**src/rtl/pes_checksum_seq_if.sv**
```systemverilog
// pes_checksum_seq_if: packet-word input stream and checksum result handshake; PES_CHECKSUM_KEEP_EN adds in_keep
interface pes_checksum_seq_if;
    logic [31:0] in_data;
    logic        in_valid;
    logic        in_last;
    logic        in_ready;
`ifdef PES_CHECKSUM_KEEP_EN
    logic [3:0]  in_keep;
`endif
    logic [15:0] out_checksum;
    logic        out_err;
    logic        out_valid;
    logic        out_ready;
`ifdef PES_CHECKSUM_KEEP_EN
    modport master (
        output in_data, in_valid, in_last, in_keep, out_ready,
        input  in_ready, out_checksum, out_err, out_valid
    );
    modport slave (
        input  in_data, in_valid, in_last, in_keep, out_ready,
        output in_ready, out_checksum, out_err, out_valid
    );
`else
    modport master (
        output in_data, in_valid, in_last, out_ready,
        input  in_ready, out_checksum, out_err, out_valid
    );
    modport slave (
        input  in_data, in_valid, in_last, out_ready,
        output in_ready, out_checksum, out_err, out_valid
    );
`endif
endinterface

```
**src/rtl/pes_checksum_seq.sv**
```systemverilog
// pes_checksum_seq: streaming 16-bit ones-complement checksum sequencer; PES_CHECKSUM_KEEP_EN enables byte masking via in_keep
module pes_checksum_seq #(
    parameter int ACC_W = 32
) (
    input logic           clk,
    input logic           rst_n,
    pes_checksum_seq_if.slave bus
);
    localparam int CNT_W = ACC_W - 16;
    localparam logic [CNT_W-1:0] MAX_WORDS = CNT_W'(2 ** (ACC_W - 17));

    typedef enum logic [1:0] {IDLE, ACCUM, FOLD, DONE} state_t;

    state_t           state, state_n;
    logic [ACC_W-1:0] acc;
    logic [CNT_W-1:0] count;
    logic             err;
    logic [15:0]      cs_q;
    logic             err_q;
    logic [31:0]      data;
    logic [ACC_W-1:0] add;
    logic             beat;
    logic             fold_done;

`ifdef PES_CHECKSUM_KEEP_EN
    assign data = bus.in_data & {{8{bus.in_keep[3]}}, {8{bus.in_keep[2]}},
                                 {8{bus.in_keep[1]}}, {8{bus.in_keep[0]}}};
`else
    assign data = bus.in_data;
`endif
    assign add              = ACC_W'(data[31:16]) + ACC_W'(data[15:0]);
    assign beat             = bus.in_valid && bus.in_ready;
    assign fold_done        = acc[ACC_W-1:16] == '0;
    assign bus.out_checksum = cs_q;
    assign bus.out_err      = err_q;

    // state register
    always_ff @(posedge clk or negedge rst_n) begin
        if (!rst_n) state <= IDLE;
        else        state <= state_n;
    end

    // next-state: one packet at a time, folding until the high bits are clear
    always_comb begin
        state_n = state;
        case (state)
            IDLE:    state_n = beat ? (bus.in_last ? FOLD : ACCUM) : IDLE;
            ACCUM:   state_n = (beat && bus.in_last) ? FOLD : ACCUM;
            FOLD:    state_n = fold_done ? DONE : FOLD;
            DONE:    state_n = bus.out_ready ? IDLE : DONE;
            default: state_n = IDLE;
        endcase
    end

    // handshake outputs decoded purely from state
    always_comb begin
        bus.in_ready  = (state == IDLE) || (state == ACCUM);
        bus.out_valid = state == DONE;
    end

    // accumulate, freeze on overflow, fold end-around carries, latch the result
    always_ff @(posedge clk or negedge rst_n) begin
        if (!rst_n) begin
            acc   <= '0;
            count <= '0;
            err   <= 1'b0;
            cs_q  <= 16'h0000;
            err_q <= 1'b0;
        end else begin
            case (state)
                IDLE: if (beat) begin
                    acc   <= add;
                    count <= CNT_W'(1);
                    err   <= 1'b0;
                end
                ACCUM: if (beat) begin
                    if (count == MAX_WORDS) err <= 1'b1;
                    else begin
                        acc   <= acc + add;
                        count <= count + CNT_W'(1);
                    end
                end
                FOLD: if (!fold_done) acc <= ACC_W'(acc[15:0]) + ACC_W'(acc[ACC_W-1:16]);
                      else begin
                          cs_q  <= ~acc[15:0];
                          err_q <= err;
                      end
                DONE: if (bus.out_ready) acc <= '0;
                default: acc <= '0;
            endcase
        end
    end
endmodule
```
**src/flat_wrapper.sv**
```systemverilog
// flat-port wrapper written by rule: the top's interface ports become plain ports
module pes_checksum_seq_flat 
#(
    parameter int ACC_W = 32
)
  (clk, rst_n, bus_in_data, bus_in_valid, bus_in_last, bus_out_ready, bus_in_ready, bus_out_checksum, bus_out_err, bus_out_valid);
  pes_checksum_seq_if bus_i ();
  input logic clk;
  input logic rst_n;
  input wire logic [$bits(bus_i.in_data)-1:0] bus_in_data;
  input wire logic [$bits(bus_i.in_valid)-1:0] bus_in_valid;
  input wire logic [$bits(bus_i.in_last)-1:0] bus_in_last;
  input wire logic [$bits(bus_i.out_ready)-1:0] bus_out_ready;
  output wire logic [$bits(bus_i.in_ready)-1:0] bus_in_ready;
  output wire logic [$bits(bus_i.out_checksum)-1:0] bus_out_checksum;
  output wire logic [$bits(bus_i.out_err)-1:0] bus_out_err;
  output wire logic [$bits(bus_i.out_valid)-1:0] bus_out_valid;
  assign bus_i.in_data = bus_in_data;
  assign bus_i.in_valid = bus_in_valid;
  assign bus_i.in_last = bus_in_last;
  assign bus_i.out_ready = bus_out_ready;
  assign bus_in_ready = bus_i.in_ready;
  assign bus_out_checksum = bus_i.out_checksum;
  assign bus_out_err = bus_i.out_err;
  assign bus_out_valid = bus_i.out_valid;
  pes_checksum_seq #(.ACC_W(ACC_W)) u_core (.clk(clk), .rst_n(rst_n), .bus(bus_i));
endmodule
```
**config.mk**
```make
export PLATFORM = sky130hd
export DESIGN_NAME = pes_checksum_seq_flat
export DESIGN_NICKNAME = d
export VERILOG_FILES = /design/src/rtl/pes_checksum_seq_if.sv /design/src/rtl/pes_checksum_seq.sv /design/src/flat_wrapper.sv
export SDC_FILE = /design/constraint.sdc
export NUM_CORES = 1
export LEC_CHECK = 0
export CAP_MARGIN = 10
export CORE_MARGIN = 3
export CORE_UTILIZATION = 60
export DETAILED_ROUTE_END_ITERATION = 8
export DONT_BUFFER_PORTS = 1
export PLACE_DENSITY = 0.79
export SETUP_SLACK_MARGIN = 0.4
export SKIP_CTS_REPAIR_TIMING = 1
export SLEW_MARGIN = 20
export SYNTH_ARGS = -nofsm -noshare
export SYNTH_HDL_FRONTEND = slang
export SYNTH_SLANG_ARGS = --single-unit
```
**constraint.sdc**
```tcl
create_clock -name clk -period 6.92 [get_ports clk]
set_input_delay 1.384 -clock clk [delete_from_list [all_inputs] [get_ports clk]]
set_output_delay 1.384 -clock clk [all_outputs]
set_load 0.02 [all_outputs]
```
==> results of run 1 <==
[layout make-up]
type                       instances  share of cell area (%)
multi-input combinational        602                   64.22
sequential                        68                   27.76
tap                              129                   2.633
clock buffer                       9                   2.020
inverter                          23                   1.408
clock inverter                     7                   1.347
timing repair buffer               5                  0.6122
[Yosys cell counts, drive strengths merged (3+ instances only)]
cell / n / area [µm²]
a211o: 7 / 61.31
a211oi: 5 / 42.54
a21o: 13 / 97.59
a21oi: 76 / 384.1
a221oi: 5 / 43.79
a22oi: 3 / 22.52
a31o: 4 / 35.03
a31oi: 7 / 43.79
and2: 4 / 25.02
and3: 10 / 62.56
and4: 3 / 26.28
buf: 7 / 53.80
clkbuf: 24 / 91.33
dfrtp: 68 / 1702
fa: 3 / 60.06
ha: 52 / 650.6
inv: 23 / 86.33
mux2i: 5 / 50.05
nand2: 82 / 307.8
nand2b: 5 / 31.28
nand3: 17 / 85.08
nand4: 16 / 115.1
nor2: 63 / 236.5
nor2b: 9 / 56.30
nor3: 4 / 20.02
nor4: 12 / 75.07
o2111ai: 3 / 26.28
o211ai: 6 / 45.04
o21a: 8 / 60.06
o21ai: 71 / 355.3
o22ai: 6 / 37.54
o31a: 3 / 26.28
o31ai: 8 / 60.06
o41ai: 3 / 26.28
or3: 9 / 56.30
or4: 3 / 26.27
xnor2: 25 / 219.0
xor2: 24 / 210.2
[power groups by stage]
| stage | Combinational [W] | Sequential [W] | Clock, W |
|---|---|---|---|
| 2_1_floorplan | 0.00110 | 0.000653 | 0 |
| 3_3_place_gp | 0.00133 | 0.000740 | 0 |
| 3_5_place_dp | 0.00136 | 0.000744 | 0 |
| 4_1_cts | 0.00137 | 0.000735 | 0.000363 |
| 5_1_grt | 0.00154 | 0.000748 | 0.000379 |
| 6_report | 0.00139 | 0.000743 | 0.000360 |
[worst paths after layout]
kind                                 startpoint                     endpoint  slack, ns  depth (start not counted)
worst max-delay path             bus_in_data[4]               u_core.acc[29]       1.79                         14
worst min-delay path                 u_core.err                   u_core.err       0.50                          2
worst max register to register  u_core.state[0]               u_core.acc[29]       3.63                          8
worst min register to register       u_core.err                   u_core.err       0.50                          2
max in group asynchronous                 rst_n              u_core.count[0]       6.11                          0
min in group asynchronous                 rst_n  u_core.bus.out_checksum[13]       0.70                          0
[sequential cells by signal, summed over array words and instances, names as in the netlist]
signal	count
u_core.state	2
u_core.err	1
u_core.bus.out_err	1
u_core.count	16
u_core.bus.out_checksum	16
u_core.acc	32
[worst register-to-register path: cells and delay by family (launching register included)]
family	cells	cell delay, ns
AOI/OAI and AO/OA	1	0.15
buffers and inverters	2	0.61
and+or+nand+nor	5	1.67
DFF	1	0.80
[logic make-up (layout without fill, tap and decap cells)]
group,after synthesis,after routing,share of synthesized area [%]
AOI/OAI and AO/OA,248,248,26.49
and+or+nand+nor,243,243,19.93
adders and majority gates,55,55,12.11
xor gates and xnor gates,49,49,7.310
buffers and inverters,54,44,3.943
DFF,68,68,28.99
muxes,7,7,1.236
[routing by layer]
layer / global-route usage [%] / vias up
met2: 48.40 / 238
met1: 41.73 / 2641
li1: - / 2646
met5: 0 / -
met3: 6.856 / 36
met4: 12.28 / 2
[stage by stage]
step	instances	worst slack [ns]	hold slack [ns]	instance area, µm²	util (%)
6_report	843	1.792	0.4956	6131	65.42
5_1_grt	843	1.613	0.5183	6131	65.42
4_1_cts	843	1.806	0.4939	6131	65.42
3_5_place_dp	827	1.439	0.4748	5924	63.22
3_3_place_gp	827	1.540	0.4790	5924	63.22
2_1_floorplan	724	1.893	0.4460	5871	-
==> flow_summary.json, run 1 <==
{
  "drive_above_1_share_pct": 4.622,
  "outcome": "finished clean",
  "final_cell_mix": "82 x nand2_1, 75 x a21oi_1, 70 x o21ai_0, 68 x dfrtp_1, 63 x nor2_1",
  "top_layer_used": "met5",
  "worst_pin_slew_ns": 0.8559,
  "crit_buf_inv": 0,
  "crit_slowest_cell": "or4_4",
  "met1_length_um": 7270,
  "clock_path_buffers": 2,
  "drt-initial-drc-count": 382,
  "grt_usage_pct": 30.95,
  "placement.io_buffers": 0,
  "antenna_cells": 0,
  "cts_tree": "yes",
  "critPathKind": "input pin to flop",
  "area.growth.synth_to_final_pct": 4.433,
  "p_leak_nw": 2.681,
  "drc": 0,
  "syn_nets": 816,
  "syn_area_um2": 5871,
  "multi_input_area_um2": 3938,
  "synthArstFlopShare_pct": 100.0,
  "ys_ff_latch": 68,
  "cp_cell_sequence": "ha_1 -> a211o_1 -> a2111oi_0 -> o21a_1 -> nor2_1 -> xor2_1 -> ha_1 -> nand4_4 -> or3_1 -> a21oi_2 -> nor4_1 -> or4_4 -> or4_1 -> a21oi_1",
  "ios": 56,
  "switchingPower_w": 0.001301,
  "fin_worst_skew_ns": 0.009642,
  "start_kind": "input pin",
  "cts_root_buf": "clkbuf_8",
  "die_y_um": 104.9,
  "wirelength_um": 17010,
  "finalSetupTns_ns": 0,
  "arrival_ns": 5.42,
  "seqPwrFrac_pct": 29.7,
  "synthCells": 724,
  "nFillCells": 799,
  "crit_path_max_fanout": 13,
  "rsz0062_at_grt": "false",
  "via_count": 5563,
  "clock-sinks": 68,
  "gp_congestion": 0.9399,
  "yosysWarnings": 0,
  "finalHoldViolCount": 0,
  "grt_pass1_wl_um": 27170,
  "mostFrequentLayoutCell": "nand2_1",
  "powerDensity_nw_per_um2": 407.1,
  "wire_per_inst_um": 20.18,
  "dr_wl_met2_um": 7644,
  "cp_top_family": "simple AND/OR/NAND/NOR gates",
  "fp.dieW_um": 104.9,
  "end_kind": "flop",
  "dr.pass1.iters": 5,
  "design.die.area_um2": 11010,
  "grt_pass1_vias": 5285,
  "intPower_w": 0.001196,
  "grt.overflow.total": 0,
  "antenna_found_initial": 1,
  "p_clk_share_pct": 14.4,
  "final_nets": 801,
  "synth-edff-count": 0,
  "max_freq_mhz": 195.0,
  "cts_inserted_buffers": 9,
  "pwr-share-comb_pct": 55.8,
  "peakVddDrop_uv": 191.0,
  "synth_area_per_cell_um2": 8.109,
  "htree_levels": 3,
  "worstPathRequired_ns": 7.21,
  "wl_met3_um": 1501,
  "path_clk_slew_ns": 0.09,
  "period_minus_slack_ns": 5.128,
  "insertion_delay_ns": 0.37,
  "slew_headroom_pct": 42.73,
  "switching_share_pct": 52.10,
  "regArea_um2": 1702,
  "via_per_inst": 6.599,
  "ant_nets": 0,
  "synth_ff_type": "dfrtp_1",
  "cpPeakStageDelay_ns": 0.58,
  "synth_cell_types": 67,
  "dp.final_hpwl_um": 12870,
  "max_cap_violations": 0,
  "core_um2": 9371,
  "start_util_pct": 62.64,
  "p_total_w": 0.002496,
  "yosysSeqAreaShare_pct": 28.99,
  "rows": 35,
  "drv_slew": 0,
  "critPathMostFrequentCell": "ha_1",
  "setup_viol": 0,
  "post-route-period-util_pct": 74.11,
  "hold_class": "flop to flop",
  "grt_max_degree": 69
}
Note: power is estimated with default switching activity, not from simulation.
==> run 2, diff against run 1 <==
- CORE_UTILIZATION: 60 -> 59
- PLACE_DENSITY: 0.79 -> 0.81
- clock period: 6.92 -> 4.3 ns (I/O delays scaled with it)
==> run 2 against run 1 <==
Net effect:
- combinational power increased by 99%
- sequential power up 57%
- first-iteration DRC count is 41% higher
- clock skew fell by 0.00079 ns
- highest routed layer is now met4
==> flow_summary.json, run 2 (synthesis gave the netlist of run 1 again) <==
{
  "clock_path_buffers": 2,
  "period_minus_slack_ns": 4.161,
  "rows": 35,
  "start_kind": "input pin",
  "regMostFlops": "u_core.acc",
  "drc": 0,
  "cts_root_buf": "clkbuf_8",
  "design.die.area_um2": 11180,
  "largest_reg_flops": 32,
  "critPathMostFrequentCell": "ha_4",
  "clock-sinks": 68,
  "via_count": 6072,
  "gp_congestion": 0.9707,
  "drt-initial-drc-count": 540,
  "antenna_found_initial": 0,
  "crit_slowest_cell": "or4_4",
  "fin_ws_ns": 0.1392,
  "fin_worst_skew_ns": 0.008857,
  "antenna_cells": 0,
  "drv_slew": 0,
  "worstPathRequired_ns": 4.59,
  "drive_above_1_share_pct": 18.24,
  "mostFrequentLayoutCell": "nand2_1",
  "start_util_pct": 62.06,
  "grt.overflow.total": 0,
  "area.growth.synth_to_final_pct": 18.78,
  "fin_cells": 913,
  "placement.io_buffers": 0,
  "cts_tree": "yes",
  "place_ws_ns": -0.2311,
  "grt_usage_pct": 31.50,
  "worst_pin_slew_ns": 0.9080,
  "setup_viol": 0,
  "final_cell_mix": "81 x nand2_1, 71 x buf_4, 68 x dfrtp_1, 67 x a21oi_1, 64 x o21ai_0",
  "cp_top_family": "simple AND/OR/NAND/NOR gates",
  "peakVddDrop_uv": 344.6,
  "fp.dieW_um": 105.8,
  "grt_pass1_vias": 5599,
  "max_freq_mhz": 240.3,
  "ios": 56,
  "p_leak_nw": 3.052,
  "post-route-period-util_pct": 96.76,
  "critPathKind": "input pin to flop",
  "via_per_inst": 6.651,
  "dp_cells": 881,
  "wire_per_inst_um": 19.98,
  "max_cap_violations": 0,
  "rsz0062_at_grt": "true",
  "dp.final_hpwl_um": 13120,
  "finalHoldViolCount": 0,
  "nFillCells": 716,
  "arrival_ns": 4.45,
  "cts_inserted_buffers": 9,
  "htree_levels": 3,
  "end_kind": "flop",
  "cpPeakStageDelay_ns": 0.52,
  "grt_pass1_wl_um": 28280,
  "crit_path_max_fanout": 5,
  "crit_buf_inv": 0,
  "insertion_delay_ns": 0.36,
  "grt_max_degree": 69,
  "hold_class": "input pin to asynchronous set/reset pin",
  "final_nets": 871,
  "slew_headroom_pct": 39.25,
  "core_um2": 9459,
  "wirelength_um": 18240,
  "ant_nets": 0,
  "die_y_um": 105.8,
  "outcome": "finished clean",
  "dr.pass1.iters": 7,
  "powerDensity_nw_per_um2": 644.7,
  "cp_cell_sequence": "ha_4 -> a211o_1 -> a2111oi_2 -> o21a_2 -> o31ai_4 -> xor2_2 -> ha_4 -> nand2_2 -> or3_4 -> a21oi_4 -> nor4_4 -> or4_4 -> or4_1 -> a21oi_1",
  "path_clk_slew_ns": 0.09
}
## run 2: changes by cell type in the layout (fill, tap and decap cells not counted), moves of 3 or more
| cell | before | now |
|---|---|---|
| buf_6 | 0 | 3 |
| ha_4 | 0 | 7 |
| a21oi_2 | 1 | 8 |
| o21ai_0 | 70 | 64 |
| xor2_2 | 0 | 3 |
| buf_4 | 5 | 71 |
| a21oi_1 | 75 | 67 |
| o21ai_1 | 1 | 6 |
| xor2_1 | 24 | 21 |
| ha_1 | 52 | 43 |
## run 2: layer usage
metal  GRT usage [%]  vias to the layer above  part of all wire (%)  wire length, µm
met5               0                        -                     0                0
met3           6.001                       50                   9.0             1639
met1           43.16                     2923                    42             7663
li1                -                     2788                     -                -
met2           49.77                      311                    46             8449
met4           11.19                        0                   2.7              490
## run 2: path summary, 6_finish.rpt
kind / from / end / slack [ns] / cells after the start
worst max-delay path: bus_in_data[4] / u_core.acc[29] / 0.14 / 14
worst min-delay path: rst_n / u_core.acc[1] / 0.19 / 0
worst max register to register: u_core.state[0] / u_core.acc[29] / 1.14 / 8
worst min register to register: u_core.count[1] / u_core.count[1] / 0.54 / 2
max in group asynchronous: rst_n / u_core.acc[11] / 4.00 / 0
min in group clk: u_core.count[1] / u_core.count[1] / 0.54 / 2
## run 2: area by class of cell
class	instances	area, µm²	share of cell area (%)
repair buffers	74	566.8	8.128
multi-input cells	603	4253	60.99
clock inverters	7	80.08	1.148
well taps	129	161.4	2.315
inverters	23	86.33	1.238
flip-flops and latches	68	1702	24.40
clock buffers	9	123.9	1.776
## run 2: through the flow
stage	utilization, %	area [µm²]	setup TNS (ns)	total power [W]	hold WS, ns
5_1_grt	73.72	6973	0	0.004785	0.1754
6_report	73.72	6973	0	0.004495	0.1859
3_5_place_dp	67.58	6392	-2.313	0.003636	0.5277
2_1_floorplan	-	5933	0	0.002831	0.4460
3_3_place_gp	67.58	6392	-0.9232	0.003566	0.4694
4_1_cts	69.74	6596	0	0.004213	0.1787
## run 2: where the power goes
| part | internal (W) | leakage (nW) | switching (W) |
|---|---|---|---|
| Combinational | 0.00115 | 2.07 | 0.00161 |
| Sequential | 0.000822 | 0.885 | 0.000345 |
| Clock | 0.000276 | 0.0973 | 0.000295 |
==> run 3, diff against run 2 <==
- MAX_ROUTING_LAYER: unset -> met4
- SETUP_SLACK_MARGIN: 0.4 -> 0.5
==> run 3 against run 2 <==
Net effect:
- register-to-register slack better by 0.03 ns
- non-clock buffer count is 4 higher
- die area stayed put
- wire length is 1.1% higher
- total power is 1.6% lower
- sequential cell count stayed put
- cell count is 0.44% higher
- worst hold slack better by 0.0050 ns
- sequential power hardly changed
==> flow_summary.json, run 3 (synthesis gave the netlist of run 1 again) <==
{
  "outcome": "finished clean",
  "setup_viol": 0,
  "start_util_pct": 62.06,
  "finalSetupTns_ns": 0,
  "path_clk_slew_ns": 0.09,
  "slew_headroom_pct": 42.00,
  "rows": 35,
  "drive_above_1_share_pct": 18.15,
  "cts_root_buf": "clkbuf_8",
  "hold_class": "input pin to asynchronous set/reset pin",
  "largest_reg_flops": 32,
  "die_y_um": 105.8,
  "grt.overflow.total": 0,
  "arrival_ns": 4.46,
  "p_total_w": 0.004422,
  "critPathKind": "input pin to flop",
  "clock-sinks": 68,
  "via_per_inst": 6.544,
  "dp_cells": 889,
  "max_cap_violations": 0,
  "insertion_delay_ns": 0.36,
  "regMostFlops": "u_core.acc",
  "final_nets": 875,
  "final_cell_mix": "81 x nand2_1, 76 x buf_4, 68 x dfrtp_1, 67 x a21oi_1",
  "worstPathRequired_ns": 4.58,
  "crit_path_max_fanout": 6,
  "post-route-period-util_pct": 97.07,
  "gp_congestion": 1.063,
  "fin_worst_skew_ns": 0.01764,
  "core_um2": 9459,
  "reg2reg_from": "u_core.acc[0]",
  "grt_pass1_vias": 5720,
  "mostFrequentLayoutCell": "nand2_1",
  "fp.dieW_um": 105.8,
  "crit_start": "bus_in_data[4]",
  "dp.final_hpwl_um": 13890,
  "finalHoldViolCount": 0,
  "area.growth.synth_to_final_pct": 18.03,
  "design.die.area_um2": 11180,
  "start_kind": "input pin",
  "rsz0062_at_grt": "true",
  "p_leak_nw": 3.072,
  "drc": 0,
  "end_kind": "flop",
  "fin_cells": 917,
  "drv_slew": 0,
  "via_count": 6001,
  "wirelength_um": 18440,
  "max_freq_mhz": 239.6,
  "powerDensity_nw_per_um2": 638.2,
  "clock_path_buffers": 2,
  "grt_max_degree": 69,
  "ios": 56,
  "grt_pass1_wl_um": 28830,
  "drt-initial-drc-count": 499,
  "worst_pin_slew_ns": 0.8669,
  "dr.pass1.iters": 5,
  "placement.io_buffers": 0,
  "antenna_cells": 0,
  "fin_ws_ns": 0.1260,
  "ant_nets": 0,
  "antenna_found_initial": 0,
  "cts_tree": "yes",
  "grt_usage_pct": 33.23,
  "peakVddDrop_uv": 336.6,
  "cts_inserted_buffers": 9,
  "place_ws_ns": -0.2357,
  "period_minus_slack_ns": 4.174,
  "wire_per_inst_um": 20.11,
  "htree_levels": 3
}
[run 3: metrics by stage]
step | hold slack (ns) | cell area, µm² | utilization (%)
after floorplan | 0.4460 | 5933 | -
after global placement | 0.4740 | 6452 | 68.21
after detailed placement | 0.4817 | 6452 | 68.21
after CTS | 0.1872 | 6644 | 70.24
after global routing | 0.1774 | 6929 | 73.25
final | 0.1909 | 6929 | 73.25
[run 3: power breakdown]
part           total [W]  internal (W)  switching [W]
clock network   0.000535      0.000268       0.000267
logic            0.00275       0.00113        0.00162
registers        0.00114      0.000823       0.000317
total            0.00442       0.00222        0.00221
[run 3: cell type report]
class,count,area (µm²)
Clock inverter,6,63.81
Clock buffer,10,127.6
Fill cell,731,2530
Sequential cell,68,1702
Timing Repair Buffer,78,593.1
Inverter,23,86.33
Tap cell,129,161.4
Multi-Input combinational cell,603,4195
[run 3: path summary, 6_finish.rpt]
check                                  to  slack [ns]  cells after the start
max                        u_core.acc[29]        0.13                     15
min                        u_core.acc[11]        0.19                      0
max reg2reg                u_core.acc[30]        1.17                     10
min reg2reg                    u_core.err        0.50                      2
max in group asynchronous  u_core.acc[31]        4.00                      0
min in group clk               u_core.err        0.50                      2
[run 3: metal layers]
metal  vias to the layer above  global-route usage, %  wire (µm)
met5                         -                      -          0
met4                         0                  10.92        639
met3                        70                  7.103       1547
met2                       289                  51.37       8490
met1                      2842                  43.68       7763
li1                       2800                      -          -
[run 3: worst max-delay path: stages]
cell and delay (ns):
ha_4 0.22, a211o_1 0.33, a2111oi_4 0.29, o21a_2 0.24
o31ai_2 0.10, xor2_1 0.20, ha_2 0.35, buf_4 0.13
nand2_2 0.06, or3_4 0.38, a21oi_4 0.13, nor4_2 0.08
or4_4 0.54, or4_4 0.43, a21oi_2 0.12
